==> src/rtl/fetch_hazard_ctrl.sv <==
// Fetch/hazard sequencer for the 5-stage pipeline: load-use stalls, mul/div hold, branch/jump redirect, HALT/resume.
// Optional performance counters are enabled by defining PERF_CNT_EN.
module fetch_hazard_ctrl #(
  parameter int MD_LAT = 4
`ifdef PERF_CNT_EN
  , parameter int CNT_W = 16
`endif
) (
  input  logic       clk,
  input  logic       clrn,
  input  logic [4:0] id_rs,
  input  logic [4:0] id_rt,
  input  logic       id_use_rs,
  input  logic       id_use_rt,
  input  logic       ex_wreg,
  input  logic       ex_m2reg,
  input  logic [4:0] ex_rd,
  input  logic       id_md,
  input  logic       id_branch_taken,
  input  logic       id_jump,
  input  logic       id_halt,
  input  logic       resume,
  output logic [1:0] pcsource,
  output logic       stall,
  output logic       flush_id,
  output logic       bubble_ex,
  output logic       halted,
  output logic       busy_md
`ifdef PERF_CNT_EN
  , output logic [CNT_W-1:0] stall_cycles
  , output logic [CNT_W-1:0] flush_count
  , output logic [CNT_W-1:0] md_count
`endif
);

  typedef enum logic [1:0] {
    RUN    = 2'd0,
    MDWAIT = 2'd1,
    HALT   = 2'd2
  } state_t;

  localparam logic [1:0] PC_PC4 = 2'b00;
  localparam logic [1:0] PC_BPC = 2'b01;
  localparam logic [1:0] PC_JPC = 2'b10;

  // MDWAIT counts MD_LAT-2 down to 0 inclusive, giving MD_LAT-1 stall cycles.
  localparam logic [3:0] MD_INIT = 4'(MD_LAT - 2);

  state_t     state_q, state_d;
  logic [3:0] md_cnt_q, md_cnt_d;
  logic       loaduse;

  assign loaduse = ex_wreg & ex_m2reg & (ex_rd != 5'd0) &
                   ((id_use_rs & (ex_rd == id_rs)) | (id_use_rt & (ex_rd == id_rt)));

  always_comb begin
    state_d   = state_q;
    md_cnt_d  = md_cnt_q;
    pcsource  = PC_PC4;
    stall     = 1'b0;
    flush_id  = 1'b0;
    bubble_ex = 1'b0;
    halted    = 1'b0;
    busy_md   = 1'b0;
    case (state_q)
      RUN: begin
        if (loaduse) begin
          stall     = 1'b1;
          bubble_ex = 1'b1;
        end else if (id_halt) begin
          stall     = 1'b1;
          bubble_ex = 1'b1;
          state_d   = HALT;
        end else if (id_md) begin
          state_d  = MDWAIT;
          md_cnt_d = MD_INIT;
        end else if (id_jump) begin
          pcsource = PC_JPC;
          flush_id = 1'b1;
        end else if (id_branch_taken) begin
          pcsource = PC_BPC;
          flush_id = 1'b1;
        end
      end
      MDWAIT: begin
        stall     = 1'b1;
        bubble_ex = 1'b1;
        busy_md   = 1'b1;
        if (md_cnt_q == 4'd0) begin
          state_d = RUN;
        end else begin
          md_cnt_d = md_cnt_q - 4'd1;
        end
      end
      HALT: begin
        halted    = 1'b1;
        bubble_ex = 1'b1;
        // Resume lets the PC move past the held HALT and turns it into a NOP.
        if (resume) begin
          flush_id = 1'b1;
          state_d  = RUN;
        end else begin
          stall = 1'b1;
        end
      end
      default: begin
        state_d  = RUN;
        md_cnt_d = 4'd0;
      end
    endcase
  end

  always_ff @(posedge clk) begin
    if (clrn) begin
      state_q  <= RUN;
      md_cnt_q <= 4'd0;
    end else begin
      state_q  <= state_d;
      md_cnt_q <= md_cnt_d;
    end
  end

`ifdef PERF_CNT_EN
  logic [CNT_W-1:0] stall_cycles_q, stall_cycles_d;
  logic [CNT_W-1:0] flush_count_q, flush_count_d;
  logic [CNT_W-1:0] md_count_q, md_count_d;

  // Counters saturate at all-ones rather than wrapping.
  always_comb begin
    stall_cycles_d = stall_cycles_q;
    flush_count_d  = flush_count_q;
    md_count_d     = md_count_q;
    if (stall && (stall_cycles_q != '1)) stall_cycles_d = stall_cycles_q + CNT_W'(1);
    if (flush_id && (flush_count_q != '1)) flush_count_d = flush_count_q + CNT_W'(1);
    if ((state_q == RUN) && (state_d == MDWAIT) && (md_count_q != '1))
      md_count_d = md_count_q + CNT_W'(1);
  end

  always_ff @(posedge clk) begin
    if (clrn) begin
      stall_cycles_q <= '0;
      flush_count_q  <= '0;
      md_count_q     <= '0;
    end else begin
      stall_cycles_q <= stall_cycles_d;
      flush_count_q  <= flush_count_d;
      md_count_q     <= md_count_d;
    end
  end

  assign stall_cycles = stall_cycles_q;
  assign flush_count  = flush_count_q;
  assign md_count     = md_count_q;
`endif

endmodule

==> config.mk <==
export PLATFORM = sky130hd
export DESIGN_NAME = fetch_hazard_ctrl
export DESIGN_NICKNAME = d
export VERILOG_FILES = /design/src/rtl/fetch_hazard_ctrl.sv
export SDC_FILE = /design/constraint.sdc
export NUM_CORES = 1
export LEC_CHECK = 0
export ABC_AREA = 1
export ABC_CLOCK_PERIOD_IN_PS = 1700
export BUFFER_PORTS_ARGS = -buffer_cell sky130_fd_sc_hd__buf_2
export CORE_MARGIN = 10
export CORE_UTILIZATION = 30
export DETAILED_ROUTE_END_ITERATION = 12
export PLACE_DENSITY = 0.58
export SYNTH_ARGS = -nofsm -noshare
export SYNTH_HDL_FRONTEND = slang
export SYNTH_SLANG_ARGS = --single-unit
==> constraint.sdc <==
create_clock -name clk -period 1.7 [get_ports clk]
set_clock_uncertainty 0.2 [all_clocks]
set_input_delay 0.17 -clock clk [delete_from_list [all_inputs] [get_ports clk]]
set_output_delay 0.17 -clock clk [all_outputs]
set_load 0.02 [all_outputs]
==> results.py, run 1 <==
metrics = {
    "sta": {
        "grt_setup_unrepaired": "true",
        "maxSlewHeadroom_pct": 82.4,
        "drv_slew": 0,
        "max_slew.worst_pin.slew_ns": 0.262,
        "timing.final.crit_share_pct": 101,
        "hold_viol_final": 0,
        "max_freq_ghz": 0.583,
        "min_period_ns": 1.71,
        "finalSetupViolCount": 2,
        "setup_ws_ns": -0.0148,
    },
    "finish": {
        "nets": 211,
        "diodes": 0,
        "nFillCells": 224,
        "final_util_pct": 50.0,
        "drive_gt1_share_pct": 40.1,
        "stdcell_area_sq_um": 1140,
        "area_growth_syn_to_layout_pct": 55.6,
    },
    "logic_synthesis": {
        "synth_flop_cell": "dfxtp_1",
        "postSynth.asyncResetShare_pct": 0,
        "ys_types": 21,
        "synth_seq_cells": 6,
        "syn_area_per_cell_sq_um": 5.50,
        "synth_edf_count": 0,
        "syn_nets": 165,
        "yosys-top-cells-area": "nand2_1 21%, dfxtp_1 16%, inv_1 13%",
        "synth_seq_area_share_pct": 16.4,
        "syn_inst": 133,
        "synth_top_cell_by_area": "nand2_1",
        "yosys_warnings": 0,
        "synth.top_cell.area_share_pct": 21.0,
        "synth_area_sq_um": 732,
    },
    "placement": {
        "place.gp.congestion": 0.902,
        "place_hpwl_um": 1900,
        "place_area_sq_um": 965,
        "portBuffers": 32,
    },
    "route": {
        "via_count": 969,
        "drt_wl_total_um": 2370,
        "ant_nets": 0,
        "drc_errors": 0,
        "drtPass1Iterations": 4,
        "drt-vias-per-instance": 4.73,
        "wl_per_cell_um": 11.5,
        "first_iter_violations": 47,
    },
    "cts": {
        "clk_latency_ns": 0.24,
        "cts.clk_slew.worst_paths_ns": 0.04,
        "htreeDepth": 1,
        "clockBufferDepth": 2,
        "cts.sinks": 6,
        "numCtsBuffers": 3,
        "cts-root-buf": "clkbuf_4",
        "cts_tree": "built",
    },
    "setup_path": {
        "critPathMaxFanout": 4,
        "cp.arrival_ns": 1.34,
        "start_kind": "flop",
        "worstRegToRegCells": 8,
        "required_ns": 1.33,
        "r2r_slack_ns": 0.13,
        "path_class": "flop to output pin",
        "end_kind": "output pin",
    },
    "worst_hold_path": {
        "min_path_type": "input pin to flop",
        "hold_depth": 5,
    },
    "global_route": {
        "grt.busiest_layer": "met2",
        "grt_pass1_vias": 963,
        "antenna_found_initial": 0,
        "grt_pass1_wl_um": 3950,
        "grt.met3_usage_pct": 2.57,
        "use_met2_pct": 16.8,
        "grt_max_degree": 9,
        "track_usage_pct": 9.21,
        "grt_overflow": 0,
        "use_met1_pct": 9.90,
    },
    "floorplan": {
        "die_y_um": 69.4,
        "dieArea_sq_um": 4820,
        "die_w_um": 69.4,
        "pin_count": 33,
        "rows": 17,
        "core_area_sq_um": 2280,
        "initial_utilization_pct": 32.2,
    },
    "power_and_ir_drop": {
        "p_per_area_nw_per_um2": 1290,
        "max-vdd-ir-drop_v": 0.000742,
        "p_leak_nw": 0.640,
    },
    "run_status": {
        "status": "finished with violations",
        "violations": "negative setup slack",
    },
    "flow_run": {
        "maxCapViolations": 0,
    },
}
-- flip-flops by register name (all words and copies together), names as in the netlist --
register	flops
state_q	2
md_cnt_q	4
-- cell usage after synthesis (2+ instances only) --
cell and n:
nand2_1 41, inv_1 25, nor2_1 18, nand3_1 10, a21oi_1 6, dfxtp_1 6, ha_1 6, inv_2 5
nand4_1 2, nor2_2 2, o21ai_1 2
-- final timing paths --
path	start	to
setup reg to reg	md_cnt_q[0]	state_q[1]
hold / removal	id_halt	state_q[1]
setup / recovery	state_q[0]	bubble_ex
hold reg to reg	md_cnt_q[0]	md_cnt_q[0]
-- area by class of cell --
cell class,count,area (sq um),share of cell area [%]
Clock buffer,3,22.5,1.98
Inverter,30,120,10.5
Multi-Input combinational cell,97,577,50.7
Sequential cell,6,123,10.8
Tap cell,28,35.0,3.08
Timing Repair Buffer,41,262,23.0
-- report_power, final --
group / switching [mW] / internal [mW]
clock network: 0.0502 / 0.0798
logic: 0.599 / 0.511
registers: 0.0372 / 0.192
-- what timing repair did --
action | 4_1_cts | 5_1_grt
buffers inserted | 3 | 1
endpoints found under the hold margin | 3 | 0
pin swaps | 6 | 6
hold buffers | 1 | 0
gates cloned | 0 | 0
endpoints found under the setup margin | 5 | 8
gates resized for setup | 21 | 16
-- per-stage QoR --
stage	setup TNS (ns)	std cells	power [mW]	worst slack, ns	hold WS, ns
6_report	-0.0190	205	1.47	-0.0148	0.199
5_1_grt	-0.313	205	1.60	-0.0928	0.236
4_1_cts	-0.00584	205	1.36	-0.00584	0.137
3_5_place_dp	0	198	1.07	0.0586	0.187
3_3_place_gp	0	198	1.06	0.0516	0.180
2_1_floorplan	0	133	0.806	0.00457	0.0391
-- kinds of logic after synthesis --
group	share of synthesized area, %
and+or+nand+nor	45.3
DFF	16.4
adders and majority gates	10.3
AOI/OAI and AO/OA	10.3
xor gates and xnor gates	2.39
buffers and inverters	15.4
-- layout by cell type (no fill, tap or decap) --
cell / instances
a21boi_0: 1
a21oi_1: 5
a21oi_2: 1
a221oi_1: 1
buf_2: 27
buf_4: 8
buf_6: 5
clkbuf_4: 3
dfxtp_1: 4
dfxtp_2: 2
dlygate4sd3_1: 1
ha_1: 3
ha_4: 3
inv_1: 21
inv_2: 6
inv_4: 3
nand2_1: 38
nand2_2: 3
nand2_4: 2
nand3_1: 10
nand3_4: 1
nand4_1: 2
nor2_1: 16
nor2_2: 3
nor2_4: 1
o211ai_1: 1
o21ai_1: 1
o21ai_2: 2
o22ai_2: 1
xnor2_1: 1
xor2_1: 1
-- layer usage --
metal  share of wire (%)  vias to the layer above
met5                   0                        -
met1                  43                      431
met4                 1.2                        0
met3                 5.5                        4
li1                    -                      498
met2                  50                       36
-- worst max-delay path, cell delays in order (launching register included) --
cell     delay, ns
dfxtp_2       0.35
inv_4         0.06
ha_4          0.17
buf_6         0.12
nand3_4       0.08
nand2_4       0.05
o21ai_1       0.11
inv_1         0.06
buf_6         0.13
Power figures use the tool's default switching activity.
==> inputs of run 2 (changes only) <==
--- a/config.mk
+++ b/config.mk
@@ -8,10 +8,12 @@
 export ABC_AREA = 1
 export ABC_CLOCK_PERIOD_IN_PS = 1700
 export BUFFER_PORTS_ARGS = -buffer_cell sky130_fd_sc_hd__buf_2
+export CELL_PAD_IN_SITES_DETAIL_PLACEMENT = 2
+export CELL_PAD_IN_SITES_GLOBAL_PLACEMENT = 2
 export CORE_MARGIN = 10
-export CORE_UTILIZATION = 30
+export CORE_UTILIZATION = 19
 export DETAILED_ROUTE_END_ITERATION = 12
-export PLACE_DENSITY = 0.58
+export PLACE_DENSITY = 0.74
 export SYNTH_ARGS = -nofsm -noshare
 export SYNTH_HDL_FRONTEND = slang
 export SYNTH_SLANG_ARGS = --single-unit
==> results.py, run 2 (same netlist as run 1, synthesis figures left out) <==
metrics = {
    "power_and_ir_drop": {
        "finalPower_mw": 1.70,
        "max-vdd-ir-drop_v": 0.000638,
        "p_per_area_nw_per_um2": 1410,
        "p_leak_nw": 0.660,
    },
    "sta": {
        "grt_setup_unrepaired": "true",
        "drv_slew": 0,
        "max_freq_ghz": 0.579,
        "finalSetupViolCount": 6,
        "min_period_ns": 1.73,
        "hold_viol_final": 0,
        "setup_ws_ns": -0.0279,
        "holdWs_ns": 0.255,
        "maxSlewHeadroom_pct": 82.9,
        "max_slew.worst_pin.slew_ns": 0.256,
        "timing.final.crit_share_pct": 102,
    },
    "finish": {
        "nFillCells": 483,
        "area_growth_syn_to_layout_pct": 64.3,
        "diodes": 0,
        "ff_latch_area_sq_um": 129,
        "nets": 213,
        "reg.largest.list": "md_cnt_q x4, state_q x2",
        "final_cell_mix": "38 x nand2_1, 27 x buf_2, 20 x inv_1, 16 x nor2_1",
        "largest-register": "md_cnt_q",
        "final_common_cell": "nand2_1",
        "final_util_pct": 32.6,
        "largest_register_ffs": 4,
        "drive_gt1_share_pct": 42.5,
        "multi_input_area_sq_um": 578,
        "instances_no_fill": 227,
    },
    "global_route": {
        "antenna_found_initial": 0,
        "grt_max_degree": 9,
        "grt_pass1_wl_um": 5430,
        "track_usage_pct": 10.2,
        "grt_overflow": 0,
        "grt_pass1_vias": 1144,
    },
    "run_status": {
        "violations": "negative setup slack",
        "status": "finished with violations",
    },
    "route": {
        "drc_errors": 0,
        "drtPass1Iterations": 4,
        "first_iter_violations": 30,
        "drt_wl_total_um": 3380,
        "drt-vias-per-instance": 4.37,
        "wl_per_cell_um": 14.9,
        "via_count": 992,
        "ant_nets": 0,
    },
    "cts": {
        "cts-root-buf": "clkbuf_8",
        "clockBufferDepth": 2,
        "cts_tree": "built",
        "numCtsBuffers": 3,
        "cts.sinks": 6,
        "clk_latency_ns": 0.22,
        "htreeDepth": 1,
        "cts.clk_slew.worst_paths_ns": 0.04,
    },
    "setup_path": {
        "end_kind": "output pin",
        "worstRegToRegCells": 10,
        "path_class": "flop to output pin",
        "start_kind": "flop",
        "cp.arrival_ns": 1.36,
        "critPathMaxFanout": 3,
        "required_ns": 1.33,
    },
    "placement": {
        "place_hpwl_um": 2720,
        "place.gp.congestion": 0.783,
        "portBuffers": 32,
        "dp.cells": 218,
    },
    "floorplan": {
        "die_y_um": 82.1,
        "pin_count": 33,
        "initial_utilization_pct": 19.8,
        "die_w_um": 82.1,
        "rows": 22,
        "dieArea_sq_um": 6730,
        "core_area_sq_um": 3690,
    },
    "worst_hold_path": {
        "min_path_type": "input pin to flop",
        "hold_depth": 5,
    },
    "flow_run": {
        "maxCapViolations": 0,
    },
}
==> run 2: changes by cell type in the layout (fill, tap and decap cells not counted), moves of 2 or more <==
cell	delta
inv_2	+2
dfxtp_4	+2
clkbuf_8	+3
buf_4	+2
clkbuf_4	-3
==> run 2: final cells by class <==
type,count,area share (%)
tap,48,4.99
inverter,30,9.78
clock buffer,3,3.43
multi-input combinational,97,48.1
timing repair buffer,43,23.0
sequential,6,10.7
==> run 2: critical path: stages (launching register included) <==
cell     delay, ns
dfxtp_4       0.37
inv_4         0.05
ha_4          0.17
buf_6         0.12
nand3_4       0.08
nand2_4       0.05
o21ai_2       0.11
inv_1         0.06
buf_6         0.13
==> run 2: what timing repair did <==
item / CTS / global route
setup buffers: 4 / 1
pin swaps: 6 / 5
resized for setup: 32 / 10
hold buffers: 1 / 0
hold endpoints to repair: 3 / 0
endpoints found under the setup margin: 11 / 11
==> run 2: metal layers <==
layer	vias up	routed length, um	track usage, %
met2	16	1890	20.1
met1	473	1330	11.0
met4	0	22	1.53
met3	2	134	2.07
li1	501	-	-
met5	-	0	0
==> run 2: final timing paths <==
check	start	to	slack, ns
worst max-delay path	state_q[0]	bubble_ex	-0.03
worst min register to register	md_cnt_q[0]	md_cnt_q[0]	0.28
worst min-delay path	id_halt	state_q[1]	0.26
worst max register to register	state_q[0]	state_q[1]	-0.02
==> run 2: power breakdown <==
| part | internal [mW] | leakage [nW] | switching (mW) |
|---|---|---|---|
| logic | 0.556 | 0.588 | 0.671 |
| clock network | 0.152 | 0.0216 | 0.0624 |
| registers | 0.201 | 0.0509 | 0.0529 |
| total | 0.909 | 0.660 | 0.787 |
==> run 2: metrics by stage <==
step | TNS [ns] | area, sq um | setup slack, ns
5_1_grt | -0.540 | 1200 | -0.0922
4_1_cts | -0.181 | 1170 | -0.0572
3_3_place_gp | 0 | 990 | 0.0197
2_1_floorplan | 0 | 732 | 0.00457
3_5_place_dp | -0.317 | 990 | -0.0723
6_report | -0.0810 | 1200 | -0.0279
